<file path="config.mk">
export PLATFORM = sky130hd
export DESIGN_NAME = peak_collector
export DESIGN_NICKNAME = d
export VERILOG_FILES = /design/src/rtl/pd_pkg.sv /design/src/rtl/pd_peak_fifo.sv /design/src/rtl/peak_collector.sv
export SDC_FILE = /design/constraint.sdc
export NUM_CORES = 1
export LEC_CHECK = 0
export BUFFER_PORTS_ARGS = -buffer_cell sky130_fd_sc_hd__buf_2
export CAP_MARGIN = 15
export CORE_MARGIN = 4
export CORE_UTILIZATION = 50
export DETAILED_ROUTE_END_ITERATION = 16
export GPL_TIMING_DRIVEN = 1
export PLACE_DENSITY = 0.69
export SLEW_MARGIN = 20
export SYNTH_ARGS = -nofsm -noshare
export SYNTH_HDL_FRONTEND = slang
export SYNTH_HIERARCHICAL = 1
export SYNTH_SLANG_ARGS = --single-unit
</file>
<file path="constraint.sdc">
create_clock -name clk -period 10.8 [get_ports clk]
set_input_delay 2.7 -clock clk [delete_from_list [all_inputs] [get_ports clk]]
set_output_delay 2.7 -clock clk [all_outputs]
set_load 0.02 [all_outputs]
</file>
<file path="src/rtl/pd_pkg.sv">
// Shared types and constants for the peak detection pipeline stages.
package pd_pkg;

    localparam int PD_DATAWIDTH = 16;

    typedef enum logic [1:0] {
        PC_IDLE    = 2'd0,
        PC_COLLECT = 2'd1,
        PC_FLUSH   = 2'd2
    } pc_state_t;

endpackage

</file>
<file path="src/rtl/pd_peak_fifo.sv">
// Synchronous FIFO with a separate occupancy counter and a zero-latency head.
module pd_peak_fifo #(
    parameter int DEPTH     = 8,
    parameter int DATAWIDTH = 16
) (
    input  logic                         clk,
    input  logic                         reset_n,
    input  logic                         push,
    input  logic                         pop,
    input  logic                         clr,
    input  logic [DATAWIDTH-1:0]         wdata,
    output logic [DATAWIDTH-1:0]         rdata,
    output logic [$clog2(DEPTH):0]       level,
    output logic                         full,
    output logic                         empty
);

    localparam int AW = $clog2(DEPTH);
    localparam int LW = AW + 1;
    localparam logic [AW-1:0] PTR_ONE  = AW'(1);
    localparam logic [LW-1:0] LVL_ONE  = LW'(1);
    localparam logic [LW-1:0] LVL_FULL = LW'(DEPTH);

    logic [DATAWIDTH-1:0] mem [DEPTH];
    logic [AW-1:0]        wr_ptr;
    logic [AW-1:0]        rd_ptr;
    logic                 do_push;
    logic                 do_pop;

    assign full    = (level == LVL_FULL);
    assign empty   = (level == '0);
    assign do_pop  = pop && !empty;
    assign do_push = push && (!full || do_pop);

    // Head reads as zero when empty so the output is clean out of reset.
    assign rdata = empty ? '0 : mem[rd_ptr];

    always_ff @(posedge clk) begin
        if (do_push && !clr) begin
            mem[wr_ptr] <= wdata;
        end
    end

    always_ff @(posedge clk or negedge reset_n) begin
        if (!reset_n) begin
            wr_ptr <= '0;
            rd_ptr <= '0;
            level  <= '0;
        end else if (clr) begin
            wr_ptr <= '0;
            rd_ptr <= '0;
            level  <= '0;
        end else begin
            if (do_push) begin
                wr_ptr <= wr_ptr + PTR_ONE;
            end
            if (do_pop) begin
                rd_ptr <= rd_ptr + PTR_ONE;
            end
            case ({do_push, do_pop})
                2'b10:   level <= level + LVL_ONE;
                2'b01:   level <= level - LVL_ONE;
                default: level <= level;
            endcase
        end
    end

endmodule

</file>
<file path="src/rtl/peak_collector.sv">
// Frame-bracketed collector: buffers detector peaks in a FIFO, counts them and
// flags drops; rd_valid/rd_ready transfer a word on any edge where both are high.
module peak_collector
    import pd_pkg::*;
#(
    parameter int DATAWIDTH = PD_DATAWIDTH,
    parameter int DEPTH     = 8,
    parameter int CNTW      = 8
) (
    input  logic                   clk,
    input  logic                   reset_n,
    input  logic                   start_act,
    input  logic                   frame_end,
    input  logic                   peak_valid,
    input  logic [DATAWIDTH-1:0]   peak_info,
    input  logic                   rd_ready,
    output logic                   rd_valid,
    output logic [DATAWIDTH-1:0]   rd_data,
    output logic [$clog2(DEPTH):0] fifo_level,
    output logic [CNTW-1:0]        peak_count,
    output logic                   overflow,
    output logic                   frame_done,
    output logic                   busy,
    output pc_state_t              fsm_state
);

    localparam logic [CNTW-1:0] CNT_MAX = '1;
    localparam logic [CNTW-1:0] CNT_ONE = CNTW'(1);

    pc_state_t              state;
    logic                   push;
    logic                   pop;
    logic                   drop;
    logic                   full;
    logic                   empty;
    logic [$clog2(DEPTH):0] level;

    assign pop        = !empty && rd_ready;
    assign push       = peak_valid && (state == PC_COLLECT) && (!full || pop);
    assign drop       = peak_valid && (state == PC_COLLECT) && !push;
    assign rd_valid   = !empty;
    assign fifo_level = level;
    assign fsm_state  = state;

    pd_peak_fifo #(
        .DEPTH     (DEPTH),
        .DATAWIDTH (DATAWIDTH)
    ) u_fifo (
        .clk     (clk),
        .reset_n (reset_n),
        .push    (push),
        .pop     (pop),
        .clr     (start_act),
        .wdata   (peak_info),
        .rdata   (rd_data),
        .level   (level),
        .full    (full),
        .empty   (empty)
    );

    // start_act overrides everything, including a frame_end or a pending done.
    always_ff @(posedge clk or negedge reset_n) begin
        if (!reset_n) begin
            state      <= PC_IDLE;
            peak_count <= '0;
            overflow   <= 1'b0;
            frame_done <= 1'b0;
            busy       <= 1'b0;
        end else begin
            frame_done <= 1'b0;
            if (start_act) begin
                state      <= PC_COLLECT;
                busy       <= 1'b1;
                peak_count <= '0;
                overflow   <= 1'b0;
            end else begin
                if (push && (peak_count != CNT_MAX)) begin
                    peak_count <= peak_count + CNT_ONE;
                end
                if (drop) begin
                    overflow <= 1'b1;
                end
                case (state)
                    PC_IDLE: begin
                        busy <= 1'b0;
                    end
                    PC_COLLECT: begin
                        if (frame_end) begin
                            state <= PC_FLUSH;
                        end
                    end
                    PC_FLUSH: begin
                        if (empty) begin
                            state      <= PC_IDLE;
                            busy       <= 1'b0;
                            frame_done <= 1'b1;
                        end
                    end
                    default: begin
                        state <= PC_IDLE;
                        busy  <= 1'b0;
                    end
                endcase
            end
        end
    end

endmodule

</file>
==> results.sh, run 1 <==
export IMPL_postCtsSetupRepairBufs=0
export IMPL_synthXorXnorAreaFrac_pct=0.975
export IMPL_critPathBufInv=2
export IMPL_yosys_area_share_adder_pct=1.31
export IMPL_path_cells="buf_4 > mux4_2 > mux2i_1 > nor2_1 > buf_2"
export IMPL_rsz0062_at_grt="false"
export IMPL_tightest_slew_ns=0.877
export IMPL_cts_sinks=151
export IMPL_fmax_ghz=0.199
export IMPL_ys_async_sr_fraction_pct=15.2
export IMPL_use_met3_pct=5.52
export IMPL_die_y_um=120
export IMPL_synth_mux_area_share_pct=14.7
export IMPL_drt_vias_per_instance=5.60
export IMPL_coreArea_um2=12200
export IMPL_grt_pass1_vias=3491
export IMPL_final_area_um2=7360
export IMPL_wire_per_inst_um=19.8
export IMPL_whs_ns=0.499
export IMPL_drc_errors=0
export IMPL_syn_num_nets=375
export IMPL_yosysSeqAreaShare_pct=70.2
export IMPL_ios=56
export IMPL_synth_edff_count=128
export IMPL_row_count=40
export IMPL_nNetsFinal=444
export IMPL_combPwrFrac_pct=20.7
export IMPL_cts_root_buf="clkbuf_16"
export IMPL_synth_area_um2=6290
export IMPL_cp_start_kind="flop"
export IMPL_antenna_cells=0
export IMPL_hold_buffers=0
export IMPL_synth_top_family_by_area="multiplexers"
export IMPL_dpl_hpwl_um=7190
export IMPL_cts_made_buffers=17
export IMPL_yosys_most_used_dff="edfxtp_1"
export IMPL_slowest_delay_ns=0.60
export IMPL_yosys_area_top_type_share_pct=61.1
export IMPL_grt_pass1_wl_um=19300
export IMPL_routed_via_count=3345
export IMPL_ir_worst_vdd_mv=0.164
export IMPL_synth_commonest_cells="128 x edfxtp_1, 35 x nor2_1, 32 x mux4_2, 23 x dfrtp_1, 19 x mux2i_1"
export IMPL_placed_area_um2=6790
export IMPL_period_needed_ns=5.04
export IMPL_worstSetupPathType="reg2out"
export IMPL_die_area_um2=14400
export IMPL_top_usage_layer="met2"
export IMPL_leakagePower_nw=2.60
export IMPL_io_buffers=55
export IMPL_firstDrtPassIters=4
export IMPL_grt_overflow_total=0
export IMPL_worstHoldPathCells=2
export IMPL_worst_path_max_fanout=34
export IMPL_slew_violations=0
export IMPL_synth_compound_area_share_pct=3.80
export IMPL_postSynthCellCount=347
export IMPL_ant_nets=0
export IMPL_grt_use_total_pct=17.8
export IMPL_worst_setup_path_end_kind="output pin"
export IMPL_grtUsageMet1_pct=23.8
export IMPL_yosysTopAreaCell="edfxtp_1"
export IMPL_use_met2_pct=28.9
export IMPL_pwr_share_clk_pct=36.4
export IMPL_wirelength_um=11800
export IMPL_slew_headroom_pct=41.5
export IMPL_hold_class="reg2reg"
export IMPL_internal_power_mw=1.09
export IMPL_p_seq_share_pct=42.9
export IMPL_cp_depth=5
export IMPL_ys_types=55
export IMPL_reg2regPathDepth=11
export IMPL_cts_tree="built"
export IMPL_finalHoldViolations=0
export IMPL_clk_path_buf_depth=2
export IMPL_synth_area_top_cells="edfxtp_1 61%, mux4_2 11%, dfrtp_1 9.1%"
export IMPL_dp_slack_ns=5.85
export IMPL_synthMostInstantiatedCell="edfxtp_1"
export IMPL_setup_tns_ns=0
export IMPL_drv_cap=0
export IMPL_die_w_um=120
export IMPL_ys_seq_elements=151
export IMPL_fin_skew_ns=0.00986
export IMPL_sw_frac_of_total_pct=29.7
export IMPL_clkLatencyLatePin_ns=0.42
export IMPL_gp_congestion=0.863
export IMPL_drive_gt1_share_pct=35.0
export IMPL_initial_core_util_pct=51.7
export IMPL_cp_slowest_cell="mux4_2"
export IMPL_power_density_nw_per_um2=211
export IMPL_cts_resized=0
export IMPL_htreeDepth=4
export IMPL_synthSimpleGateAreaFrac_pct=6.94
export IMPL_layout_setup_ws_ns=5.76
export IMPL_path_clk_slew_ns=0.06
export IMPL_synth_area_per_cell_um2=18.1
export IMPL_yosys_warnings=6
export IMPL_status="completed"
export IMPL_finalSetupViolCount=0
export IMPL_arrival_ns=2.34
export IMPL_cp_top_family="multiplexers"
export IMPL_drtIter0Drc=282
export IMPL_synthToLayoutAreaGrowth_pct=17.0
export IMPL_antenna_found_initial=0
export IMPL_fin_crit_sh_pct=46.6
export IMPL_grt_max_degree=35
export IMPL_critPathRequiredTime_ns=8.10
export IMPL_p_sw_mw=0.463
==> flip-flops by register name (all words and copies together) (netlist names) <==
register / count
fsm_state: 2
peak_count: 8
u_fifo/wr_ptr: 3
overflow: 1
u_fifo/rd_ptr: 3
frame_done: 1
u_fifo/level: 4
busy: 1
u_fifo/mem: 128
==> area by class of cell <==
type | instances | area, µm²
Fill cell | 902 | 4800
Timing Repair Buffer | 66 | 358
Inverter | 6 | 22.5
Multi-Input combinational cell | 174 | 1780
Clock buffer | 17 | 425
Clock inverter | 15 | 145
Sequential cell | 151 | 4420
Tap cell | 168 | 210
==> per-layer routing <==
metal	wire length (µm)	vias to the layer above
met5	0	-
met4	67	0
met3	417	4
met2	6050	65
met1	5310	1753
li1	-	1523
==> worst reg2reg max path, cell delays in order, from the launching register on <==
cell,delay (ns)
dfrtp_1,0.50
nor4_4,0.28
buf_4,0.32
nand2b_4,0.22
a21o_4,0.16
inv_1,0.18
nor2_1,0.30
ha_1,0.24
a211oi_2,0.06
or4_4,0.51
a31oi_1,0.18
a21oi_1,0.09
==> power by group through the flow <==
stage	logic [mW]	clock network [mW]	registers [mW]
2_1_floorplan	0.228	0	0.682
3_3_place_gp	0.327	0	0.680
3_5_place_dp	0.329	0	0.681
4_1_cts	0.331	0.573	0.669
5_1_grt	0.352	0.604	0.672
6_report	0.322	0.566	0.668
==> cell usage in the layout (no fill, tap or decap), types with 4 or more instances in the layout <==
cell type | Yosys | routed
edfxtp_1 | 128 | 128
buf_2 | 3 | 55
nor2_1 | 35 | 35
mux4_2 | 32 | 32
dfrtp_1 | 23 | 20
mux2i_1 | 19 | 19
clkbuf_16 | 0 | 17
buf_4 | 3 | 11
inv_1 | 6 | 6
nor3_1 | 9 | 6
a21oi_1 | 6 | 6
ha_1 | 5 | 5
nand2b_1 | 4 | 4
clkinv_4 | 0 | 4
clkinv_2 | 0 | 4
xor2_1 | 4 | 4
==> stage by stage <==
| step | power, mW | instances | util, % |
|---|---|---|---|
| floorplan | 0.910 | 347 | - |
| global route | 1.63 | 597 | 60.5 |
| detailed placement | 1.01 | 565 | 55.8 |
| global placement | 1.01 | 565 | 55.8 |
| CTS | 1.57 | 597 | 60.5 |
| finish | 1.56 | 597 | 60.5 |
==> logic make-up after synthesis <==
kind of cell / Yosys count
XOR/XNOR: 7
flip-flops: 151
AND/OR/NAND/NOR: 79
buffers and inverters: 22
multiplexers: 52
adder cells (fa/ha/maj): 6
AO/OA/AOI/OAI: 30
==> final timing paths <==
check                                       from               end  slack, ns
worst min-delay path                    overflow          overflow       0.50
worst max register to register   u_fifo/level[0]   u_fifo/level[3]       7.63
min in group asynchronous                reset_n  u_fifo/wr_ptr[1]       2.27
worst max-delay path            u_fifo/rd_ptr[0]        rd_data[8]       5.76
worst min register to register          overflow          overflow       0.50
max in group asynchronous                reset_n  u_fifo/rd_ptr[2]       8.15
Note: power is estimated with default switching activity, not from simulation.
==> inputs of run 2 (changes only) <==
--- a/config.mk
+++ b/config.mk
@@ -5,6 +5,7 @@
 export SDC_FILE = /design/constraint.sdc
 export NUM_CORES = 1
 export LEC_CHECK = 0
+export ABC_AREA = 1
 export BUFFER_PORTS_ARGS = -buffer_cell sky130_fd_sc_hd__buf_2
 export CAP_MARGIN = 15
 export CORE_MARGIN = 4
==> constraint.sdc (replaced) <==
create_clock -name clk -period 5.1 [get_ports clk]
set_input_delay 1.275 -clock clk [delete_from_list [all_inputs] [get_ports clk]]
set_output_delay 1.275 -clock clk [all_outputs]
set_load 0.02 [all_outputs]
==> run 2 against run 1 <==
Net effect:
- final area up 1.8%
- power up 72%
- synthesized area up 4.6%
- worst setup slack worse by 4.4 ns
- non-clock buffer count up 3
- hold slack worse by 0.019 ns
- largest cell class unchanged
- highest routed layer is now met5
==> results.sh, run 2 <==
export IMPL_synth_commonest_cells="147 x nor2_1, 128 x edfxtp_1, 87 x o21ai_0, 45 x nand2_1, 28 x o21ai_1"
export IMPL_cts_resized=0
export IMPL_yosys_warnings=6
export IMPL_drt_vias_per_instance=5.38
export IMPL_hold_class="reg2reg"
export IMPL_synthMostInstantiatedCell="nor2_1"
export IMPL_worst_setup_path_end_kind="output pin"
export IMPL_finalSetupViolCount=0
export IMPL_grt_pass1_wl_um=22100
export IMPL_reg_largest_list="u_fifo/mem (128), peak_count (8), u_fifo/level (4)"
export IMPL_setup_tns_ns=0
export IMPL_clkLatencyLatePin_ns=0.41
export IMPL_drc_errors=0
export IMPL_worst_path_max_fanout=18
export IMPL_synth_mux_area_share_pct=0
export IMPL_yosys_most_used_dff="edfxtp_1"
export IMPL_period_needed_ns=3.75
export IMPL_cts_sinks=151
export IMPL_grt_pass1_vias=4404
export IMPL_cp_slowest_cell="dfrtp_1"
export IMPL_nNetsFinal=676
export IMPL_dpl_hpwl_um=8420
export IMPL_worstSetupPathType="reg2out"
export IMPL_gp_congestion=0.799
export IMPL_path_clk_slew_ns=0.06
export IMPL_synth_area_top_cells="edfxtp_1 58%, dfrtp_1 8.7%, nor2_1 8.4%"
export IMPL_r2r_setup_slack_ns=2.01
export IMPL_cts_made_buffers=17
export IMPL_synth_compound_area_share_pct=9.50
export IMPL_power_density_nw_per_um2=357
export IMPL_layout_setup_ws_ns=1.35
export IMPL_largest_reg_flops=128
export IMPL_grt_max_degree=67
export IMPL_antenna_cells=0
export IMPL_ir_worst_vdd_mv=0.250
export IMPL_hp_start="busy"
export IMPL_cp_start_kind="flop"
export IMPL_reg2regPathDepth=13
export IMPL_coreArea_um2=12800
export IMPL_ios=56
export IMPL_cts_root_buf="clkbuf_16"
export IMPL_drv_cap=0
export IMPL_critPathRequiredTime_ns=3.83
export IMPL_drive_gt1_share_pct=19.7
export IMPL_initial_core_util_pct=51.5
export IMPL_synth_top_family_by_area="simple AND/OR/NAND/NOR gates"
export IMPL_final_cell_mix="147 x nor2_1, 128 x edfxtp_1, 87 x o21ai_0, 55 x buf_2, 45 x nand2_1"
export IMPL_postSynthCellCount=587
export IMPL_tightest_slew_ns=1.06
export IMPL_finalHoldViolations=0
export IMPL_grt_use_total_pct=19.5
export IMPL_synthXorXnorAreaFrac_pct=0.266
export IMPL_htreeDepth=4
export IMPL_yosys_area_share_adder_pct=1.25
export IMPL_critPathBufInv=2
export IMPL_ys_async_sr_fraction_pct=15.2
export IMPL_hold_buffers=0
export IMPL_slew_violations=0
export IMPL_die_w_um=123
export IMPL_final_common_cell="nor2_1"
export IMPL_syn_num_nets=615
export IMPL_ys_seq_elements=151
export IMPL_grt_overflow_total=0
export IMPL_p_total_mw=2.68
export IMPL_cp_top_family="flip-flops"
export IMPL_cts_tree="built"
export IMPL_fmax_ghz=0.267
export IMPL_synthToLayoutAreaGrowth_pct=13.9
export IMPL_status="completed"
export IMPL_regMostFlops="u_fifo/mem"
export IMPL_ys_types=33
export IMPL_rr_startpoint="u_fifo/level[0]"
export IMPL_hold_end="busy"
export IMPL_slowest_delay_ns=0.89
export IMPL_leakagePower_nw=2.97
export IMPL_wirelength_um=13700
export IMPL_synth_area_um2=6580
export IMPL_antenna_found_initial=1
export IMPL_routed_via_count=4478
export IMPL_firstDrtPassIters=7
export IMPL_yosys_area_top_type_share_pct=58.4
export IMPL_synth_edff_count=128
export IMPL_row_count=41
export IMPL_dp_slack_ns=1.79
export IMPL_postLayoutCoreUtil_pct=58.7
export IMPL_slew_headroom_pct=29.4
export IMPL_die_y_um=123
export IMPL_io_buffers=55
export IMPL_path_cells="inv_1 > o21ai_0 > nor2_1 > buf_2"
export IMPL_synthSimpleGateAreaFrac_pct=17.2
export IMPL_fin_skew_ns=0.00877
export IMPL_arrival_ns=2.47
export IMPL_yosysSeqAreaShare_pct=67.1
export IMPL_yosysTopAreaCell="edfxtp_1"
export IMPL_fin_crit_sh_pct=73.4
export IMPL_clk_path_buf_depth=2
export IMPL_die_area_um2=15100
export IMPL_ant_nets=0
export IMPL_reg2reg_to="u_fifo/mem[5][4]"
export IMPL_synth_area_per_cell_um2=11.2
export IMPL_drtIter0Drc=396
export IMPL_worstHoldPathCells=2
export IMPL_rsz0062_at_grt="false"
export IMPL_postCtsSetupRepairBufs=0
export IMPL_wire_per_inst_um=16.4
## run 2: cell count changes in the layout (fill, tap and decap cells not counted), moves of 19 or more
cell	previous run	this run
nor2_1	35	147
o21ai_0	3	87
nand2_1	3	45
mux4_2	32	0
o21ai_1	0	28
nand3_1	3	26
mux2i_1	19	0
## run 2: worst max-delay path by stage
stage                     startpoint                end  slack (ns)  cells past startpoint
floorplan                 peak_valid   u_fifo/mem[0][0]        2.12                      8
global placement            rd_ready   u_fifo/mem[5][6]        1.85                     10
detailed placement          rd_ready  u_fifo/mem[5][10]        1.79                     10
CTS                 u_fifo/rd_ptr[2]        rd_data[12]        1.37                      4
global route        u_fifo/rd_ptr[0]         rd_data[9]        1.19                      6
finish              u_fifo/rd_ptr[2]         rd_data[0]        1.35                      4
## run 2: metal layers
metal / vias up / global-route usage [%] / wire length [µm]
met2: 142 / 32.6 / 6820
li1: 2156 / - / -
met1: 2155 / 24.1 / 5770
met4: 2 / 7.84 / 250
met5: - / 0 / 11
met3: 23 / 5.35 / 806
## run 2: where the power goes
group	switching [mW]	internal, mW
Combinational	0.151	0.0592
Clock	0.447	0.653
Sequential	0.0105	1.36
Total	0.608	2.07
## run 2: tightest hold or removal path, stage by stage, from the launching register on
cell	delay (ns)
dfrtp_1	0.35
nand2_1	0.05
nand2_1	0.05
## run 2: logic make-up after synthesis
logic type | after synthesis
AO/OA/AOI/OAI | 122
XOR/XNOR | 2
AND/OR/NAND/NOR | 253
adder cells (fa/ha/maj) | 6
buffers and inverters | 53
flip-flops | 151
## run 2: stage by stage
step | hold WS (ns) | area [µm²] | instances
finish | 0.479 | 7490 | 832
global route | 0.534 | 7490 | 832
CTS | 0.482 | 7490 | 832
detailed placement | 0.468 | 6980 | 801
global placement | 0.458 | 6980 | 801
floorplan | 0.542 | 6580 | 587
## run 2: final cells by class
cell class | count | area, µm²
Fill cell | 1042 | 5280
Sequential cell | 151 | 4420
Multi-Input combinational cell | 383 | 1860
Clock buffer | 18 | 429
Timing Repair Buffer | 69 | 380
Tap cell | 172 | 215
Inverter | 26 | 98.8
Clock inverter | 13 | 90.1
